==> config.mk <==
export PLATFORM = sky130hd
export DESIGN_NAME = axi_lite_wr_master
export DESIGN_NICKNAME = d
export VERILOG_FILES = /design/src/rtl/axi_lite_wr_master.sv
export SDC_FILE = /design/constraint.sdc
export NUM_CORES = 1
export LEC_CHECK = 0
export BUFFER_PORTS_ARGS = -buffer_cell sky130_fd_sc_hd__buf_2
export CORE_ASPECT_RATIO = 1.1
export CORE_MARGIN = 2
export CORE_UTILIZATION = 43
export CTS_BUF_LIST = sky130_fd_sc_hd__clkbuf_8 sky130_fd_sc_hd__clkbuf_16
export DETAILED_ROUTE_END_ITERATION = 8
export PLACE_DENSITY = 0.69
export SYNTH_ARGS = -nofsm -noshare
export SYNTH_HDL_FRONTEND = slang
export SYNTH_SLANG_ARGS = --single-unit
export TNS_END_PERCENT = 30
==> constraint.sdc <==
create_clock -name clk -period 5.8 [get_ports clk]
set_input_delay 0 -clock clk [delete_from_list [all_inputs] [get_ports clk]]
set_output_delay 0 -clock clk [all_outputs]
set_load 0.005 [all_outputs]
==> src/rtl/axi_lite_wr_master.sv <==
// AXI4-Lite write master: turns one-cycle write requests into AW/W/B transactions,
// with a one-deep pending slot, completion counter and sticky error flags.
module axi_lite_wr_master #(
  parameter int TIMEOUT_CYCLES = 1024
) (
  input  logic        clk,
  input  logic        rst,
  input  logic        lite_valid,
  input  logic [9:0]  lite_awaddr,
  input  logic [31:0] lite_wdata,
  output logic        lite_end,
  output logic        busy,
  input  logic        clr_err,
  output logic        resp_err,
  output logic        timeout_err,
  output logic        ovf_err,
  output logic [15:0] wr_count,
  output logic [9:0]  m_axi_awaddr,
  output logic [2:0]  m_axi_awprot,
  output logic        m_axi_awvalid,
  input  logic        m_axi_awready,
  output logic [31:0] m_axi_wdata,
  output logic [3:0]  m_axi_wstrb,
  output logic        m_axi_wvalid,
  input  logic        m_axi_wready,
  input  logic [1:0]  m_axi_bresp,
  input  logic        m_axi_bvalid,
  output logic        m_axi_bready
);

  localparam logic [15:0] TMO_LAST = 16'(TIMEOUT_CYCLES - 1);

  typedef enum logic [1:0] {
    IDLE = 2'd0,
    ADDR = 2'd1,
    RESP = 2'd2
  } state_t;

  state_t      state;
  state_t      state_nxt;

  logic [9:0]  addr_q;
  logic [31:0] data_q;
  logic        awvalid_q;
  logic        wvalid_q;
  logic        pend_full;
  logic [9:0]  pend_addr;
  logic [31:0] pend_data;
  logic [15:0] tmo_cnt;

  logic aw_hs;
  logic w_hs;
  logic b_hs;
  logic launch;
  logic pend_load;
  logic ovf_set;
  logic tmo_set;
  logic resp_set;

  assign aw_hs    = awvalid_q & m_axi_awready;
  assign w_hs     = wvalid_q & m_axi_wready;
  assign b_hs     = (state == RESP) & m_axi_bvalid;
  assign launch   = (state == IDLE) & (pend_full | lite_valid);
  // A pending entry leaving in this cycle frees its slot for a simultaneous request.
  assign pend_load = lite_valid & (((state == IDLE) & pend_full) | ((state != IDLE) & ~pend_full));
  assign ovf_set  = lite_valid & pend_full & (state != IDLE);
  assign tmo_set  = (state != IDLE) & (tmo_cnt == TMO_LAST);
  assign resp_set = b_hs & (m_axi_bresp != 2'b00);

  always_ff @(posedge clk) begin
    if (rst) begin
      state <= IDLE;
    end else begin
      state <= state_nxt;
    end
  end

  always_comb begin
    state_nxt = state;
    case (state)
      IDLE:    if (pend_full | lite_valid) state_nxt = ADDR;
      ADDR:    if ((~awvalid_q | aw_hs) & (~wvalid_q | w_hs)) state_nxt = RESP;
      RESP:    if (b_hs) state_nxt = IDLE;
      default: state_nxt = IDLE;
    endcase
  end

  always_comb begin
    m_axi_awaddr  = addr_q;
    m_axi_wdata   = data_q;
    m_axi_awvalid = awvalid_q;
    m_axi_wvalid  = wvalid_q;
    m_axi_bready  = (state == RESP);
    m_axi_awprot  = 3'b000;
    m_axi_wstrb   = 4'hF;
    busy          = (state != IDLE) | pend_full;
  end

  // Pending slot always has priority over a fresh request when launching from IDLE.
  always_ff @(posedge clk) begin
    if (rst) begin
      addr_q      <= '0;
      data_q      <= '0;
      awvalid_q   <= 1'b0;
      wvalid_q    <= 1'b0;
      pend_full   <= 1'b0;
      pend_addr   <= '0;
      pend_data   <= '0;
      tmo_cnt     <= '0;
      lite_end    <= 1'b0;
      wr_count    <= '0;
      resp_err    <= 1'b0;
      timeout_err <= 1'b0;
      ovf_err     <= 1'b0;
    end else begin
      if (launch) begin
        addr_q    <= pend_full ? pend_addr : lite_awaddr;
        data_q    <= pend_full ? pend_data : lite_wdata;
        awvalid_q <= 1'b1;
        wvalid_q  <= 1'b1;
        tmo_cnt   <= '0;
      end else begin
        if (aw_hs) awvalid_q <= 1'b0;
        if (w_hs) wvalid_q <= 1'b0;
        if ((state != IDLE) && (tmo_cnt != TMO_LAST)) tmo_cnt <= tmo_cnt + 16'd1;
      end

      if (pend_load) begin
        pend_full <= 1'b1;
        pend_addr <= lite_awaddr;
        pend_data <= lite_wdata;
      end else if ((state == IDLE) && pend_full) begin
        pend_full <= 1'b0;
      end

      lite_end <= b_hs;
      if (b_hs) wr_count <= wr_count + 16'd1;

      resp_err    <= resp_set | (resp_err & ~clr_err);
      timeout_err <= tmo_set | (timeout_err & ~clr_err);
      ovf_err     <= ovf_set | (ovf_err & ~clr_err);
    end
  end

endmodule

==> results of run 1 <==
Yosys cell counts, types with 3 or more instances:
cell type and instances:
dfxtp_1 125, nand2_1 100, nor2_1 65, a21oi_1 59
mux2i_1 43, a211oi_1 42, clkbuf_1 29, buf_4 9
inv_1 9, nand4_1 9, nor3_1 8, xnor2_1 8
buf_2 7, nand2b_1 7, nand3_1 7, o21ai_0 7
or3_1 6, ha_1 4, nor2b_1 4, and2_1 3
mux2_2 3, nor4_1 3, nor4_2 3, o311ai_0 3
o41ai_1 3
cell usage in the layout (no fill, tap or decap), drive strengths merged, types with 4 or more instances in the layout:
cell / synthesis / routed
nor2b: 4 / 4
buf: 18 / 120
nor4: 7 / 7
nand2: 100 / 100
dfxtp: 125 / 125
clkinv: 0 / 4
xnor2: 8 / 8
inv: 10 / 11
nor3: 9 / 9
nor2: 66 / 66
o21ai: 7 / 7
nand3: 8 / 8
nand2b: 7 / 7
clkbuf: 29 / 22
dlygate4sd3: 0 / 50
nand4: 9 / 9
conb: 2 / 7
ha: 4 / 4
mux2i: 43 / 43
a21oi: 59 / 59
or3: 6 / 6
a211oi: 42 / 42
repair_timing:
| item | in CTS | in global routing |
|---|---|---|
| hold buffers | 50 | 0 |
| resized for setup | 0 | 0 |
| endpoints found under the hold margin | 92 | 0 |
metrics by stage:
stage	hold WS (ps)	worst slack [ps]	total power (uW)	cell area (sq um)
floorplan	136.0	3688	1357	5281
global placement	252.2	3800	1489	5872
detailed placement	257.7	3730	1507	5872
CTS	364.0	3235	2641	7000
global route	391.4	2977	2749	7000
finish	380.8	3224	2617	7000
power by group:
part / total [uW] / internal (uW) / switching (uW)
sequential: 1020 / 966 / 58.5
combinational: 493 / 211 / 282
clock: 1100 / 731 / 369
total: 2620 / 1910 / 710
worst reg2reg max path, delay by kind of cell (launching register included):
family / cells / cell delay, ps
simple gates: 3 / 1000
buf+inv: 2 / 640
flops: 1 / 430
fa+ha+maj: 1 / 290
compound gates: 1 / 150
metal layers:
layer  GRT usage  wire length [microns]  up-vias
li1            -                      -     2383
met1      0.2391                   5547     2222
met3     0.06355                    626       12
met4     0.07595                    147        0
met5           0                      0        -
met2      0.3268                   6243      110
cell type report:
cell class                 instances  area (sq um)  share of cell area
tap                              154         192.7             0.02752
inverter                          10         37.54            0.005362
clock buffer                      22         494.2             0.07060
timing repair buffer             170          1114              0.1591
sequential                       125          2504              0.3576
multi-input combinational        424          2525              0.3607
clock inverter                    10         133.9             0.01912
registers in the layout, summed over array words and instances, names as in the netlist, 2 cells and up:
signal,cells
m_axi_wdata,32
pend_data,32
pend_addr,10
state,2
tmo_cnt,16
m_axi_awaddr,10
wr_count,16
path summary, 6_finish.rpt:
path,to,cells past startpoint,slack [ps],from
min reg2reg,pend_data[10],2,450,pend_data[10]
max reg2reg,pend_data[30],7,3220,state[1]
min,pend_data[10],4,380,lite_wdata[10]
max,pend_data[30],7,3220,state[1]
cells by family (layout without fill, tap and decap cells):
logic type / after synthesis / count (layout) / synth area share
adder cells (fa/ha/maj): 4 / 4 / 0.009511
flip-flops: 125 / 125 / 0.4755
multiplexers: 46 / 46 / 0.08821
AO/OA/AOI/OAI: 128 / 128 / 0.1586
other: 2 / 7 / 0.001427
buffers and inverters: 57 / 212 / 0.04874
AND/OR/NAND/NOR: 229 / 229 / 0.2014
XOR/XNOR: 10 / 10 / 0.01664
==> impl_metrics.yaml, run 1 <==
outcome:
  run_status: "completed"
timing:
  hold_viol: 0
  finalSetupViolations: 0
  final.period_utilization: 0.4441
  fin_crit_ps: 2576
  tightestPinTransition_ps: 814.0
  max_freq_mhz: 388.2
  max_slew_margin: 0.4573
  slew_violations: 0
  rsz0062_at_grt: "false"
  fin_skew_ps: 14.17
  finalSetupTns_ps: 0
routing:
  first_pass_iters: 4
  drtAntennaViolNets: 0
  drtIter0Drc: 269
  wl_per_cell_microns: 13.73
  wl_microns: 12570
  num_vias: 4727
  drc_errors: 0
  vias_per_cell: 5.166
setup_path:
  cpLargestDelayFamily: "simple AND/OR/NAND/NOR gates"
  path_class: "register to register"
  worst_ep_required_time_ps: 6150
  crit_path_end_kind: "register"
  start_kind: "register"
  path_cells: "or2_1 -> inv_2 -> ha_1 -> and2_2 -> nand2_1 -> a21oi_1 -> dlygate4sd3_1"
  critPathMaxStageDelay_ps: 660
  critical_path_arrival_ps: 2930
  cp.buffers_inverters: 2
  cp_max_fo: 42
  critPathSlowestCell: "and2_2"
global_routing:
  grt_pass1_vias: 4473
  antenna_found_initial: 0
  grt_max_degree: 85
  grt_use_total: 0.1986
  grt_pass1_wl_microns: 20750
  globalRoute.totalOverflow: 0
place:
  dp_hpwl_microns: 7961
  dp_cells: 833
  numPortBuffers: 116
  globalplace.congestion: 0.7870
logic_synthesis:
  synth-async-reset-ratio: 0
  netlist_area_sq_um: 5263
  synth-seq-cells: 125
  yosysTopAreaCell: "dfxtp_1"
  ys.warnings.count: 0
  synth_edf_count: 0
  yosysSeqAreaShare: 0.4755
  postSynthCellCount: 601
  syn-mean-instance-area_sq_um: 8.756
  yosysUniqueCellTypes: 50
  synth_area_leaders: "dfxtp_1 (48%), mux2i_1 (8.2%), nand2_1 (7.1%)"
  synth.top_cell.area_share: 0.4755
  synthFlopType: "dfxtp_1"
finish:
  fin_nets: 803
  fillers: 1053
  syn_to_final_growth_pct: 33.02
  final_layout_size_suffix_gt1_frac: 0.2247
  n_antenna_cell: 0
  postLayoutCoreUtil: 0.5843
  layout.cells.non_filler: 915
cts:
  cts_setup_buffers: 0
  clock_path_buffers: 2
  cts_tree: "done"
  ctsHtreeMaxLevel: 4
  cts_root_buf: "clkbuf_16"
  clk_pin_slew_ps: 50
  insertion_delay_ps: 420
  cts_made_buffers: 17
  cts.sinks: 125
floorplan:
  initial_core_util: 0.4392
  fp.dieW_microns: 109.5
  core_sq_um: 11980
  ios: 124
  num_rows: 42
  dieArea_sq_um: 13140
  chipHeight_microns: 120.0
min_path:
  min_path_type: "input port to register"
power:
  power-per-cell-area_nw_per_um2: 373.9
  irDropWorstVdd_mv: 0.2627
  p_leak_uw: 0.002802
flow_run:
  drv_cap: 0
Note: power is estimated with default switching activity, not from simulation.
==> inputs of run 2 (changes only) <==
--- a/config.mk
+++ b/config.mk
@@ -5,13 +5,14 @@
 export SDC_FILE = /design/constraint.sdc
 export NUM_CORES = 1
 export LEC_CHECK = 0
+export ABC_AREA = 1
 export BUFFER_PORTS_ARGS = -buffer_cell sky130_fd_sc_hd__buf_2
 export CORE_ASPECT_RATIO = 1.1
 export CORE_MARGIN = 2
 export CORE_UTILIZATION = 43
 export CTS_BUF_LIST = sky130_fd_sc_hd__clkbuf_8 sky130_fd_sc_hd__clkbuf_16
 export DETAILED_ROUTE_END_ITERATION = 8
-export PLACE_DENSITY = 0.69
+export PLACE_DENSITY = 0.72
 export SYNTH_ARGS = -nofsm -noshare
 export SYNTH_HDL_FRONTEND = slang
 export SYNTH_SLANG_ARGS = --single-unit
==> constraint.sdc (replaced) <==
create_clock -name clk -period 2.3 [get_ports clk]
set_input_delay 0 -clock clk [delete_from_list [all_inputs] [get_ports clk]]
set_output_delay 0 -clock clk [all_outputs]
set_load 0.005 [all_outputs]
==> run 2 against run 1 <==
  * Core utilization rose by 0.69 points
  * Clock power rose by 130%
  * Combinational power rose by 140%
  * Synthesized area rose by 2.6%
  * Die area rose by 2.5%
  * Clock skew fell by 6.5 ps
  * Critical path type unchanged
==> impl_metrics.yaml, run 2 <==
outcome:
  run_status: "completed"
routing:
  wl_microns: 13670
  wl_per_cell_microns: 12.79
  drtIter0Drc: 301
  num_vias: 5250
  drc_errors: 0
  first_pass_iters: 5
  vias_per_cell: 4.911
  drtAntennaViolNets: 0
timing:
  finalSetupViolations: 0
  finalSetupTns_ps: 0
  hold_ws_ps: 379.8
  fin_ws_ps: 255.6
  final.period_utilization: 0.8889
  max_slew_margin: 0.6064
  rsz0062_at_grt: "false"
  fin_crit_ps: 2044
  fin_skew_ps: 7.675
  max_freq_mhz: 489.2
  tightestPinTransition_ps: 589.6
  hold_viol: 0
  slew_violations: 0
setup_path:
  rrSetupSlack_ps: 260
  cp-startpoint: "state[1]"
  path_common_cell: "dlygate4sd3_1"
  rr_endpoint: "resp_err"
  critPathSlowestCell: "dlygate4sd3_1"
  path_cells: "nand3_4 -> nor2_1 -> o21ai_0 -> dlygate4sd3_1 -> nand2_1 -> dlygate4sd3_1"
  worst_ep_required_time_ps: 2650
  start_kind: "register"
  reg2reg_from: "state[1]"
  rr_worst_depth: 6
  path_class: "register to register"
  critPathMaxStageDelay_ps: 570
  cp-endpoint: "resp_err"
  crit_path_end_kind: "register"
  critical_path_arrival_ps: 2400
  cp_max_fo: 7
finish:
  seq_area_sq_um: 2504
  syn_to_final_growth_pct: 32.93
  fillers: 1108
  n_antenna_cell: 0
  fin_nets: 958
  layout_commonest_cell: "nand2_1"
  final_layout_size_suffix_gt1_frac: 0.2011
  layout_common_cells: "nand2_1 (160), nor2_1 (132), dfxtp_1 (124)"
  postLayoutCoreUtil: 0.5912
  multiInputGateArea_sq_um: 2496
floorplan:
  num_rows: 42
  core_sq_um: 12140
  chipHeight_microns: 121.5
  dieArea_sq_um: 13470
  fp.dieW_microns: 110.8
  initial_core_util: 0.4448
  ios: 124
cts:
  ctsHtreeMaxLevel: 4
  insertion_delay_ps: 420
  cts_made_buffers: 17
  clk_pin_slew_ps: 60
  clock_path_buffers: 2
  cts_tree: "done"
  cts_resized: 0
  cts.sinks: 125
  cts_root_buf: "clkbuf_16"
power:
  pwr-share-seq: 0.413
  combPwrFrac: 0.185
  power-per-cell-area_nw_per_um2: 889.9
  p_int_uw: 4597
  pwr-share-clk: 0.402
  irDropWorstVdd_mv: 0.5182
  p_leak_uw: 0.003093
  swShare: 0.2802
  switching_power_uw: 1790
global_routing:
  grt_use_met1: 0.2627
  grt_max_degree: 55
  globalRoute.totalOverflow: 0
  use_met3: 0.04845
  grt.met2_usage: 0.3359
  antenna_found_initial: 0
  grt_pass1_wl_microns: 22680
  grt_pass1_vias: 4817
  top_usage_layer: "met2"
  grt_use_total: 0.2071
logic_synthesis:
  yosysUniqueCellTypes: 33
  yosysTopAreaCell: "dfxtp_1"
  netlist_area_sq_um: 5399
  synth.top_cell.area_share: 0.4635
  synth-seq-cells: 125
  synth_area_leaders: "dfxtp_1 (46%), nand2_1 (11%), nor2_1 (9.2%)"
  postSynthCellCount: 747
  synthFlopType: "dfxtp_1"
  synth_edf_count: 0
  syn-mean-instance-area_sq_um: 7.227
  synth_most_common_cell: "nand2_1"
  synth-async-reset-ratio: 0
  ys.warnings.count: 0
  yosysSeqAreaShare: 0.4635
  synth_commonest_cells: "nand2_1 (160), nor2_1 (132), dfxtp_1 (125)"
place:
  place_ws_ps: 580.8
  dp_hpwl_microns: 8724
  numPortBuffers: 116
  globalplace.congestion: 0.8935
flow_run:
  drv_cap: 0
min_path:
  min_path_type: "input port to register"
run 2: how the worst min path moves through the flow:
stage	slack (ps)	depth (start not counted)	endpoint	startpoint
after global routing	420	4	m_axi_wdata[4]	lite_wdata[4]
after CTS	370	4	pend_data[10]	lite_wdata[10]
after floorplan	120	2	resp_err	m_axi_bresp[0]
final	380	4	pend_data[10]	lite_wdata[10]
after global placement	220	3	resp_err	m_axi_bresp[0]
after detailed placement	220	3	resp_err	m_axi_bresp[0]
run 2: area by class of cell:
| cell class | count | area share |
|---|---|---|
| sequential | 125 | 0.3488 |
| timing repair buffer | 181 | 0.1729 |
| multi-input combinational | 532 | 0.3478 |
| clock inverter | 11 | 0.01430 |
| tap | 154 | 0.02685 |
| inverter | 46 | 0.02423 |
| clock buffer | 20 | 0.06503 |
run 2: stage by stage:
step,std cells,cell area [sq um],total power (uW)
4_1_cts,1069,7177,6436
3_5_place_dp,984,6067,3787
5_1_grt,1069,7177,6740
2_1_floorplan,752,5418,3378
6_report,1069,7177,6387
3_3_place_gp,984,6067,3770
run 2: logic make-up after synthesis:
| logic type | Yosys count | share of synthesized area |
|---|---|---|
| other | 2 | 0.001391 |
| AOI/OAI and AO/OA | 162 | 0.1615 |
| and+or+nand+nor | 354 | 0.2786 |
| DFF | 125 | 0.4635 |
| adders and majority gates | 4 | 0.009270 |
| buffers and inverters | 95 | 0.07764 |
| xor gates and xnor gates | 5 | 0.008113 |
run 2: power groups by stage:
| stage | Combinational, uW | Clock [uW] | Sequential [uW] |
|---|---|---|---|
| 3_5_place_dp | 1110 | 0 | 2670 |
| 5_1_grt | 1350 | 2720 | 2670 |
| 2_1_floorplan | 733 | 0 | 2650 |
| 3_3_place_gp | 1100 | 0 | 2670 |
| 4_1_cts | 1190 | 2610 | 2630 |
| 6_report | 1180 | 2570 | 2640 |
run 2: worst max-delay path: cells and delay by family (launching register included):
family	cells	cell delay, ps
and+or+nand+nor	3	390
DFF	1	400
buffers and inverters	2	1100
AOI/OAI and AO/OA	1	110
run 2: timing repair:
action / in CTS / in global routing
buffers inserted: 0 / 0
hold buffers: 54 / 0
setup endpoints to repair: 0 / 0
hold endpoints to repair: 96 / 0
run 2: routing by layer:
layer | vias to the layer above | part of all wire
li1 | 2740 | -
met4 | 0 | 0.022
met3 | 22 | 0.052
met5 | - | 0
met2 | 142 | 0.47
met1 | 2346 | 0.45
==> inputs of run 3 (changes only) <==
--- a/config.mk
+++ b/config.mk
@@ -9,10 +9,11 @@
 export BUFFER_PORTS_ARGS = -buffer_cell sky130_fd_sc_hd__buf_2
 export CORE_ASPECT_RATIO = 1.1
 export CORE_MARGIN = 2
-export CORE_UTILIZATION = 43
+export CORE_UTILIZATION = 33
 export CTS_BUF_LIST = sky130_fd_sc_hd__clkbuf_8 sky130_fd_sc_hd__clkbuf_16
 export DETAILED_ROUTE_END_ITERATION = 8
-export PLACE_DENSITY = 0.72
+export PLACE_DENSITY = 0.58
+export SKIP_CTS_REPAIR_TIMING = 1
 export SYNTH_ARGS = -nofsm -noshare
 export SYNTH_HDL_FRONTEND = slang
 export SYNTH_SLANG_ARGS = --single-unit
==> run 3 against run 2 <==
  * Total power rose by 1.4%
  * First-iteration DRC count fell by 13%
  * Clock power rose by 4%
  * Hold slack got worse by 370 ps
  * Global-route usage fell by 4.9 points
==> impl_metrics.yaml, run 3 (synthesis gave the netlist of run 2 again) <==
floorplan:
  initial_core_util: 0.3336
  dieArea_sq_um: 17400
  core_sq_um: 16190
  num_rows: 49
  fp.dieW_microns: 126.0
  ios: 124
  chipHeight_microns: 138.2
timing:
  max_freq_mhz: 620.2
  hold_viol: 0
  rsz0062_at_grt: "false"
  slew_violations: 0
  fin_skew_ps: 6.691
  final.period_utilization: 0.7011
  finalSetupViolations: 0
  fin_crit_ps: 1612
  finalSetupTns_ps: 0
cts:
  clock_path_buffers: 2
  cts_made_buffers: 17
  insertion_delay_ps: 410
  cts.sinks: 125
  clk_pin_slew_ps: 60
  cts_tree: "done"
  cts_root_buf: "clkbuf_16"
  ctsHtreeMaxLevel: 4
finish:
  final_layout_size_suffix_gt1_frac: 0.2075
  layout_commonest_cell: "nand2_1"
  layout.cells.non_filler: 1115
  syn_to_final_growth_pct: 33.40
  fillers: 1704
  fin_nets: 955
  n_antenna_cell: 0
  layout_common_cells: "nand2_1 (160), nor2_1 (132), dfxtp_1 (124)"
routing:
  wl_microns: 14020
  vias_per_cell: 4.600
  first_pass_iters: 4
  wl_per_cell_microns: 12.57
  num_vias: 5129
  drtIter0Drc: 263
  drc_errors: 0
  drtAntennaViolNets: 0
global_routing:
  grt_use_total: 0.1584
  use_met3: 0.05534
  top_usage_layer: "met2"
  globalRoute.totalOverflow: 0
  grt_max_degree: 58
  grt_use_met1: 0.2119
  grt_pass1_vias: 4431
  grt.met2_usage: 0.2388
  grt_pass1_wl_microns: 22400
  antenna_found_initial: 0
power:
  swShare: 0.2773
  irDropWorstVdd_mv: 0.5755
  switching_power_uw: 1797
  power-per-cell-area_nw_per_um2: 899.7
  p_leak_uw: 0.003073
  pwr-share-seq: 0.405
  combPwrFrac: 0.184
  p_int_uw: 4683
  pwr-share-clk: 0.411
place:
  numPortBuffers: 116
  dp_hpwl_microns: 9343
  globalplace.congestion: 0.8017
  dp_cells: 1037
setup_path:
  crit_path_end_kind: "register"
  start_kind: "register"
  critPathMaxStageDelay_ps: 400
  path_cells: "inv_2 -> nand2_2 -> inv_1 -> ha_1 -> nand2_1 -> clkinv_1 -> buf_4 -> nor2_1 -> nor2_1"
  worst_ep_required_time_ps: 2610
  path_common_cell: "nor2_1"
  critPathSlowestCell: "dfxtp_1"
  critical_path_arrival_ps: 1920
  rrSetupSlack_ps: 690
  path_class: "register to register"
  cp_max_fo: 24
outcome:
  run_status: "completed"
flow_run:
  drv_cap: 0
min_path:
  min_path_type: "input port to register"
## run 3: cell count changes in the layout (fill, tap and decap cells not counted), sizes merged
cell         before  now
buf             127  130
clkbuf           20   23
clkinv            8    7
dlygate4sd3      54   48
inv              46   43
## run 3: through the flow
step	utilization	hold slack (ps)	cell area (sq um)	power (uW)	worst slack [ps]
floorplan	-	124.8	5418	3378	381.9
global placement	0.3786	265.7	6127	3797	743.9
detailed placement	0.3786	271.3	6127	3809	700.8
CTS	0.4153	-165.3	6721	6497	680.3
global route	0.4450	29.33	7202	6854	529.4
finish	0.4450	10.60	7202	6479	687.5
## run 3: final timing paths
| check | endpoint | from | depth (start not counted) |
|---|---|---|---|
| worst max-delay path | pend_data[5] | state[1] | 9 |
| worst min-delay path | wr_count[15] | rst | 4 |
| worst max register to register | pend_data[5] | state[1] | 9 |
| worst min register to register | m_axi_awaddr[4] | pend_addr[4] | 2 |
## run 3: layer usage
metal,vias to the layer above,routed length (microns)
li1,2734,-
met1,2266,6690
met2,112,6383
met3,17,757
met4,0,185
met5,-,0
## run 3: layout make-up
| class | instances | area (sq um) | area share |
|---|---|---|---|
| flip-flops and latches | 125 | 2504 | 0.3476 |
| inverters | 46 | 173.9 | 0.02415 |
| multi-input cells | 532 | 2496 | 0.3466 |
| well taps | 204 | 255.2 | 0.03544 |
| clock inverters | 7 | 86.33 | 0.01199 |
| repair buffers | 178 | 1179 | 0.1637 |
| clock buffers | 23 | 508.0 | 0.07054 |
## run 3: power groups by stage
stage	Sequential, uW	Combinational [uW]	Clock (uW)
3_3_place_gp	2670	1130	0
4_1_cts	2620	1150	2730
6_report	2620	1190	2660
2_1_floorplan	2650	733	0
5_1_grt	2660	1360	2840
3_5_place_dp	2660	1140	0
## run 3: worst max-delay path: cells and delay by family, from the launching register on
kind | cells | cell delay (ps)
DFF | 1 | 400
adders and majority gates | 1 | 290
buffers and inverters | 4 | 450
and+or+nand+nor | 4 | 360
